### config.mk
export PLATFORM = sky130hd
export DESIGN_NAME = mem_bus_arbiter
export DESIGN_NICKNAME = d
export VERILOG_FILES = /design/src/rtl/mem_bus_arbiter.sv
export SDC_FILE = /design/constraint.sdc
export NUM_CORES = 1
export LEC_CHECK = 0
export ABC_AREA = 1
export CORE_AREA = 3 3 105 107
export CTS_CLUSTER_DIAMETER = 80
export DETAILED_ROUTE_END_ITERATION = 16
export DIE_AREA = 0 0 108 110
export PLACE_DENSITY = 0.64
export SKIP_CTS_REPAIR_TIMING = 1
export SYNTH_ARGS = -nofsm -noshare
export SYNTH_HDL_FRONTEND = slang
export SYNTH_SLANG_ARGS = --single-unit
### constraint.sdc
create_clock -name clk -period 2 [get_ports clk]
set_input_delay 0.4 -clock clk [delete_from_list [all_inputs] [get_ports clk]]
set_output_delay 0.4 -clock clk [all_outputs]
set_load 0.03 [all_outputs]
### src/rtl/mem_bus_arbiter.sv
// Two-master arbiter sharing one slave bus between instruction fetch and data access.
// The data master has fixed priority from idle; a completing master always hands over to a waiting peer.
module mem_bus_arbiter #(
  parameter int unsigned TIMEOUT = 16
) (
  input  logic        clk,
  input  logic        rst,

  input  logic        if_req,
  input  logic [31:0] if_addr,
  output logic [31:0] if_rdata,
  output logic        if_ack,
  output logic        if_err,

  input  logic        mem_req,
  input  logic        mem_we,
  input  logic [31:0] mem_addr,
  input  logic [31:0] mem_wdata,
  input  logic [3:0]  mem_sel,
  output logic [31:0] mem_rdata,
  output logic        mem_ack,
  output logic        mem_err,

  output logic        bus_req,
  output logic        bus_we,
  output logic [31:0] bus_addr,
  output logic [31:0] bus_wdata,
  output logic [3:0]  bus_sel,
  input  logic [31:0] bus_rdata,
  input  logic        bus_ack,

  output logic        stallreq
);

  typedef enum logic [1:0] {
    IDLE    = 2'd0,
    GNT_IF  = 2'd1,
    GNT_MEM = 2'd2
  } state_t;

  state_t     state, state_next;
  logic [7:0] wait_cnt;
  logic       granted;
  logic       timeout;
  logic       done;

  assign granted = (state != IDLE);
  assign timeout = granted && !bus_ack && (wait_cnt == 8'(TIMEOUT - 1));
  assign done    = granted && (bus_ack || timeout);

  // NOTE: sequential state uses non-blocking assignments so every register samples pre-edge values.
  always_ff @(posedge clk or negedge rst) begin
    if (!rst) state <= IDLE;
    else      state <= state_next;
  end

  // Cleared on every completion, so any GNT state is entered with a zero count.
  always_ff @(posedge clk or negedge rst) begin
    if (!rst)                  wait_cnt <= 8'd0;
    else if (!granted || done) wait_cnt <= 8'd0;
    else                       wait_cnt <= wait_cnt + 8'd1;
  end

  // NOTE: default assignment up front keeps this combinational block free of inferred latches.
  always_comb begin
    state_next = state;
    unique case (state)
      IDLE: begin
        if (mem_req)     state_next = GNT_MEM;
        else if (if_req) state_next = GNT_IF;
      end
      GNT_IF:  if (done) state_next = mem_req ? GNT_MEM : IDLE;
      GNT_MEM: if (done) state_next = if_req  ? GNT_IF  : IDLE;
      default: state_next = IDLE;
    endcase
  end

  // Responses are gated by the owner's request: a master that dropped req mid-cycle gets nothing back.
  always_comb begin
    bus_req   = 1'b0;
    bus_we    = 1'b0;
    bus_addr  = 32'd0;
    bus_wdata = 32'd0;
    bus_sel   = 4'd0;
    if_ack    = 1'b0;
    if_err    = 1'b0;
    if_rdata  = 32'd0;
    mem_ack   = 1'b0;
    mem_err   = 1'b0;
    mem_rdata = 32'd0;
    unique case (state)
      GNT_IF: begin
        bus_req  = 1'b1;
        bus_addr = if_addr;
        bus_sel  = 4'b1111;
        if (if_req) begin
          if_ack   = bus_ack;
          if_err   = timeout;
          if_rdata = bus_ack ? bus_rdata : 32'd0;
        end
      end
      GNT_MEM: begin
        bus_req   = 1'b1;
        bus_we    = mem_we;
        bus_addr  = mem_addr;
        bus_wdata = mem_wdata;
        bus_sel   = mem_sel;
        if (mem_req) begin
          mem_ack   = bus_ack;
          mem_err   = timeout;
          mem_rdata = bus_ack ? bus_rdata : 32'd0;
        end
      end
      default: ;
    endcase
  end

  assign stallreq = (if_req  & ~if_ack  & ~if_err)
                  | (mem_req & ~mem_ack & ~mem_err);

endmodule

* After elaboration in Yosys (flattened, before gate mapping)
Index checks and enable logic that the tools add are counted.
** Word-level totals
- Bits in read-only memories :: 0
- RAM bits :: 0
- Memories kept :: 0
- Bits of input ports :: 138
- Register bits :: 10
- Logic and storage cells :: 55
- Output and inout port bits :: 139
- Bits in latches :: 0
** Cells by class
- Reductions and logical operators :: 11
- Divide/modulo/power cells :: 0
- Mux-type cells :: 26
- Equal/unequal tests :: 6
- Magnitude comparators :: 0
- Bitwise operators :: 9
- $add $sub $neg :: 1
- $mul :: 0
- Shifts and indexed selects :: 0
** Operators by type and width (count)
- $mux 32 :: 6
- $pmux 32 s2 :: 1
- $mux 1 :: 11
- $mux 2 :: 5
- $add 8x1->8 const B :: 1
- $eq 8x4->1 const B :: 1
- $mux 8 :: 1
- $pmux 4 s2 :: 1
- $pmux 2 s3 :: 1
- $and 1x1->1 :: 4
- $ne 2x2->1 const B :: 2
- $not 1->1 :: 4
- $logic_and 1x1->1 :: 3
- $ne 3x3->1 const B :: 1
- $reduce_and 3->1 :: 1
- $eq 2x1->1 const B :: 1
- $eq 2x2->1 const B :: 1
- $logic_not 1->1 :: 2
- $logic_not 2->1 :: 1
- $logic_or 1x1->1 :: 2
- $reduce_bool 2->1 :: 1
- $reduce_or 2->1 :: 1
- $or 1x1->1 :: 1

* Logic depth before layout (Yosys ltp)
Gate-level depths: netlist (run 1).
- Depth after elaboration :: 8
- Mapped depth :: 8
- Gate-level depth less buffers :: 8

* Least setup slack after synthesis (run 1)
Ideal clock, no wire load.
- Path type :: register to output
- From :: reg state[0]
- To :: out mem_rdata[10]
- Data arrival time :: 1784 ps
- Data required time :: 1600 ps
- Path slack :: -184 ps
- Stages on the path, launching flop included :: 9
- Path buffers :: 2
- Cells stage by stage :: dfrtp_1 -> inv_1 -> ha_1 -> buf_2 -> nand2_1 -> nor2_2 -> inv_2 -> buf_2 -> nor2_1
** Between the ends
- Cells in the longest elaborated chain, start to end :: 2
** RTL lines
- from (decl) :: RTL line 41 : state_t state, state_next;
- from (signal assigned) :: RTL line 54 : else state <= state_next;
- $eq 2x2->1 :: RTL line 91 : unique case (state)
- $mux 32 :: RTL line 91
- to (decl) :: RTL line 20 : output logic [31:0] mem_rdata,
Every way passes these cells.

* Worst setup path in the final report (run 1)
- From :: reg state[0]
- To :: out mem_rdata[1]
Same word-level chain as after synthesis.

==> run_results.csv, run 1 <==
group,metric,value,unit
synth,synth_top_cell_area_share,23.51,%
floorplan,io_pins,277,
critical_path,path_common_cell,"buf_6",
timing,fmax,470.7,MHz
pwr,pwr_density_cell,894.8,nW/um^2
timing,slew_violations,0,
synth,synth_top_area_cell,"nand2_1",
floorplan,fp.coreArea,10230,sq um
floorplan,dieArea,11880,sq um
critical_path,slowest_stage,"dfrtp_2",
timing,rsz0062_at_grt,"true",
critical_path,cp-start-kind,"flip-flop",
outcome,violations,"negative setup slack",
timing,whs,0.4825,ns
global_routing,gr-total-overflow,0,
clock_network,numCtsBuffers,3,
clock_network,clk_pin_slew,0.05,ns
detailed_routing,drt_wl_total,13120,microns
global_routing,grt_util_all_layers,15.18,%
timing,fin_crit_sh,106.2,%
placed_design,io_buffers,276,
critical_path,path_class,"reg2out",
synth,synth.most_common_cell,"nand2_1",
placed_design,dp_hpwl,8914,microns
run,drv_cap,0,
detailed_routing,post-route-drc-count,0,
timing,fin_worst_skew,0.002138,ns
global_routing,grt_max_degree,42,
clock_network,htree_levels,1,
clock_network,cts_tree,"built",
synth,synth_area_per_cell,4.907,sq um
cells_and_area,nNetsFinal,829,
synth,synth_cells,371,
placed_design,place_congestion,0.8438,
pwr,max-vdd-ir-drop,853.4,uV
floorplan,start_util,17.79,%
synth,synthArstFlopShare,100.0,%
critical_path,crit_chain,"inv_2 > buf_6 > ha_4 > nand2_2 > nor2_4 > inv_4 > clkbuf_16 > nor2_2 > buf_6",
cells_and_area,layout-drive-gt1-share,48.03,%
detailed_routing,drt-initial-drc-count,115,
synth,seq_area_frac_synth,13.75,%
cells_and_area,n_fill_cell,891,
floorplan,die_w,108,microns
critical_path,critical_path_required,1.60,ns
synth,ys_warn_count,0,
pwr,cellLeakagePower,2.968,nW
cells_and_area,syn2layout_area_growth,238.9,%
clock_network,cts.sinks,10,
clock_network,root_buffer,"clkbuf_8",
timing,fin_crit,2.124,ns
timing,final_hold_viol_count,0,
timing,tns,-4.125,ns
global_routing,grt_pass1_wl,14700,microns
critical_path,crit_fanout,8,
synth,synth_seq_cells,10,
critical_path,cp_data_arrival_time,1.72,ns
detailed_routing,post_drt_wl_per_cell,15.98,microns
floorplan,rows,37,
cells_and_area,antennaDiodeCount,0,
outcome,status,"finished, violations left",
critical_path,crit_buf_inv,5,
timing,max-slew-margin-rel,69.85,%
synth,ys_top_cells_by_area,"nand2_1 (24%), nor2_1 (17%), inv_1 (15%)",
critical_path,end_kind,"output pin",
global_routing,grt_pass1_vias,2944,
detailed_routing,first_pass_iters,4,
timing,worst_pin_slew,0.4508,ns
synth,synth_area,1820,sq um
detailed_routing,ant_nets,0,
critical_path,path_delay_family,"buffers and inverters",
detailed_routing,viasPerCell,4.228,
timing,setup_viol,86,
floorplan,die_h,110,microns
synth,synth_ff_type,"dfrtp_1",
clock_network,clockBufferDepth,2,
global_routing,antenna_found_initial,0,
detailed_routing,vias,3471,
clock_network,worstSkewPairLatency,0.23,ns
worst_hold_path,hp-class,"in2async",
synth,yosysUniqueCellTypes,26,
critical_path,cpPeakStageDelay,0.41,ns
synth,synth-edff-count,0,
synth,yosys-top-cells-count,"nand2_1 (114), nor2_1 (83), inv_1 (74)",
timing,finalWorstSetupSlack,-0.1244,ns
synth,synth_nets,514,
[flip-flops by register name, indices dropped and copies added, names as in the netlist]
name / count
wait_cnt: 8
state: 2
[stage by stage]
step / area (sq um) / util (%) / total power [mW] / worst slack, ns / std cells
6_report: 6170 / 60.30 / 5.521 / -0.1244 / 821
5_1_grt: 6170 / 60.30 / 5.815 / -0.1694 / 821
4_1_cts: 5000 / 48.87 / 4.258 / -0.5554 / 799
3_5_place_dp: 4945 / 48.33 / 3.993 / -0.5129 / 795
3_3_place_gp: 4945 / 48.33 / 3.966 / -0.4363 / 795
2_1_floorplan: 1981 / - / 2.290 / -0.1377 / 371
[layout make-up]
class	instances	area [sq um]	area share, %
Sequential cell	10	251.5	4.076
Timing Repair Buffer	331	3696	59.91
Multi-Input combinational cell	262	1694	27.46
Clock buffer	4	55.05	0.8923
Tap cell	136	170.2	2.758
Inverter	78	302.8	4.908
[routing by layer]
layer / routed length, microns / vias to the layer above / global-route usage [%]
met5: 0 / - / 0
met4: 109 / 0 / 2.795
met3: 1105 / 6 / 4.193
met2: 7145 / 171 / 29.17
met1: 4756 / 1589 / 16.77
li1: - / 1705 / -
[worst register-to-register path: cells and delay by family, from the launching register on]
family	cells	cell delay, ns
adders and majority gates	1	0.18
buffers and inverters	3	0.46
DFF	1	0.39
and+or+nand+nor	5	0.56
[worst paths after layout]
kind | startpoint | endpoint | slack (ns) | cells past startpoint
min in group clk | wait_cnt[0] | wait_cnt[0] | 0.55 | 2
max in group asynchronous | rst | state[0] | 1.18 | 1
setup reg to reg | state[1] | state[0] | 0.30 | 9
setup / recovery | state[0] | mem_rdata[1] | -0.12 | 9
hold reg to reg | wait_cnt[0] | wait_cnt[0] | 0.55 | 2
hold / removal | rst | wait_cnt[2] | 0.48 | 1
[logic make-up after synthesis]
logic type	Yosys count	synth area share (%)
simple gates	217	48.80
compound gates	37	11.07
flops	10	13.75
buf+inv	99	21.51
fa+ha+maj	5	3.436
xor+xnor	3	1.444
[report_power, final]
group,internal (mW),leakage (nW),switching [mW],total (mW)
Combinational,2.27,2.80,2.74,5.02
Clock,0.173,0.0288,0.0763,0.249
Sequential,0.234,0.135,0.0209,0.255
[placed cells by master, fill, tap and decap left out, types with 2 or more instances in the layout]
master | netlist | layout
clkdlybuf4s50_1 | 0 | 134
nand2_1 | 114 | 106
buf_6 | 0 | 96
inv_1 | 74 | 66
buf_4 | 0 | 61
nor2_4 | 1 | 40
nor2_2 | 4 | 31
a21oi_2 | 0 | 23
buf_12 | 0 | 22
nor2_1 | 83 | 17
clkbuf_16 | 0 | 11
a21oi_1 | 33 | 10
inv_2 | 4 | 9
dfrtp_1 | 10 | 9
nand2_2 | 1 | 8
clkbuf_8 | 0 | 4
nand3_2 | 2 | 3
dlymetal6s2s_1 | 0 | 3
inv_4 | 0 | 2
xor2_1 | 2 | 2
nand4_1 | 2 | 2
or2_2 | 3 | 2
nand3_1 | 3 | 2
ha_2 | 0 | 2
ha_4 | 0 | 2
buf_8 | 0 | 2
Power figures use the tool's default switching activity.
==> inputs of run 2 (changes only) <==
Settings changed: CELL_PAD_IN_SITES_DETAIL_PLACEMENT from default to 1, CELL_PAD_IN_SITES_GLOBAL_PLACEMENT from default to 2, CORE_AREA 3 3 105 107 to 3 3 108 110, DIE_AREA 0 0 108 110 to 0 0 111 113, DONT_BUFFER_PORTS from default to 1, PLACE_DENSITY 0.64 to 0.6, REMOVE_ABC_BUFFERS from default to 1.
==> run_results.csv, run 2 (synthesis results as in run 1) <==
group,metric,value,unit
outcome,status,"finished, violations left",
outcome,violations,"negative setup slack",
floorplan,io_pins,277,
pwr,pwr_density_cell,1112,nW/um^2
clock_network,worstSkewPairLatency,0.24,ns
critical_path,r2r-end,"state[1]",
critical_path,path_class,"reg2out",
timing,max-slew-margin-rel,67.56,%
cells_and_area,layout_commonest_cell,"nand2_1",
global_routing,grt_util_all_layers,12.89,%
placed_design,io_buffers,0,
critical_path,cp-start-kind,"flip-flop",
worst_hold_path,holdPathEnd,"state[0]",
worst_hold_path,hold_start,"if_req",
floorplan,rows,38,
timing,finalWorstSetupSlack,-0.1081,ns
critical_path,regToRegSetupSlack,0.33,ns
clock_network,clk_pin_slew,0.06,ns
cells_and_area,nNetsFinal,640,
detailed_routing,ant_nets,0,
timing,fmax,474.4,MHz
clock_network,htree_levels,1,
worst_hold_path,hp-class,"in2reg",
floorplan,die_w,111,microns
clock_network,cts.sinks,10,
critical_path,end_kind,"output pin",
global_routing,antenna_found_initial,1,
clock_network,root_buffer,"clkbuf_8",
global_routing,grt_pass1_wl,13560,microns
cells_and_area,design_area,4279,sq um
pwr,total_power,4.760,mW
timing,tns,-4.027,ns
placed_design,place_congestion,0.8812,
critical_path,regToRegStartpoint,"state[1]",
floorplan,die_h,113,microns
clock_network,cts_tree,"built",
cells_and_area,multiInputGateArea,1815,sq um
cells_and_area,ff_latch_area,252.7,sq um
timing,slew_violations,0,
timing,fin_worst_skew,0.004516,ns
cells_and_area,top_regs,"wait_cnt x8, state x2",
clock_network,numCtsBuffers,3,
timing,fin_crit_sh,105.4,%
pwr,cellLeakagePower,2.076,nW
detailed_routing,drt_wl_total,12070,microns
worst_hold_path,min_path_cells,4,
clock_network,clockBufferDepth,2,
pwr,max-vdd-ir-drop,807.2,uV
timing,setup_viol,85,
critical_path,cp_data_arrival_time,1.71,ns
cells_and_area,largest_reg_flops,8,
placed_design,dp_hpwl,7702,microns
critical_path,critical_path_required,1.60,ns
cells_and_area,regMostFlops,"wait_cnt",
global_routing,grt_pass1_vias,2724,
critical_path,r2r_cells,9,
detailed_routing,viasPerCell,4.469,
critical_path,crit_fanout,8,
floorplan,start_util,16.87,%
cells_and_area,layout_common_cells,"nand2_1 (88), buf_6 (72), nor2_4 (55)",
cells_and_area,n_fill_cell,1311,
placed_design,place_inst,603,
detailed_routing,post-route-drc-count,0,
floorplan,fp.coreArea,10790,sq um
placed_design,place_area,2810,sq um
timing,worst_pin_slew,0.4849,ns
detailed_routing,drt-initial-drc-count,72,
detailed_routing,post_drt_wl_per_cell,18.95,microns
global_routing,gr-total-overflow,0,
global_routing,grt_max_degree,42,
placed_design,dp_slack,0.06683,ns
cells_and_area,layout-drive-gt1-share,60.08,%
run,drv_cap,0,
timing,whs,0.4227,ns
detailed_routing,first_pass_iters,4,
detailed_routing,vias,2847,
cells_and_area,finalNonFillerCells,637,
floorplan,dieArea,12540,sq um
cells_and_area,final_util,39.65,%
cells_and_area,syn2layout_area_growth,135.1,%
timing,rsz0062_at_grt,"true",
timing,final_hold_viol_count,0,
timing,fin_crit,2.108,ns
==> run 2: cell count changes in the layout (fill, tap and decap cells not counted), sizes merged <==
cell           delta
clkdlybuf4s50   -134
buf              -54
dlymetal6s2s      -3
clkbuf            -1
clkinv            +1
diode             +1
dlygate4sd3       +1
inv               +1
==> run 2: layout make-up <==
type / instances / share of cell area (%)
repair inverters: 2 / 0.6433
well taps: 140 / 4.094
multi-input cells: 262 / 42.43
inverters: 78 / 7.690
repair buffers: 140 / 37.89
clock buffers: 4 / 1.287
diodes: 1 / 0.05848
flip-flops and latches: 10 / 5.906
==> run 2: metal layers <==
metal	track usage, %	part of all wire [%]
met5	0	0
met4	2.791	1.7
met3	4.171	7.1
met2	24.84	55
met1	13.65	36
==> run 2: worst max path at each step <==
| stage | from | endpoint | slack, ns | cells after the start |
|---|---|---|---|---|
| final | state[0] | mem_rdata[29] | -0.11 | 8 |
| after global routing | state[1] | if_rdata[23] | -0.18 | 8 |
| after CTS | state[0] | stallreq | -0.22 | 7 |
| after detailed placement | state[0] | stallreq | 0.07 | 7 |
| after global placement | state[0] | stallreq | 0.12 | 7 |
| after floorplan | state[0] | mem_rdata[0] | -1.33 | 6 |
==> run 2: where the power goes <==
| part | switching [mW] | leakage, nW | total (mW) | internal [mW] |
|---|---|---|---|---|
| logic | 2.60 | 1.91 | 4.22 | 1.62 |
| registers | 0.0370 | 0.134 | 0.272 | 0.235 |
| clock network | 0.0924 | 0.0288 | 0.266 | 0.174 |
| total | 2.73 | 2.08 | 4.76 | 2.03 |
==> run 2: critical path, cell delays in order, from the launching register on <==
cell and delay [ns]:
dfrtp_2 0.44, inv_2 0.09, ha_4 0.17, nand2_4 0.06
nor2_4 0.14, buf_6 0.17, clkinv_8 0.11, nor2_2 0.13
buf_6 0.14
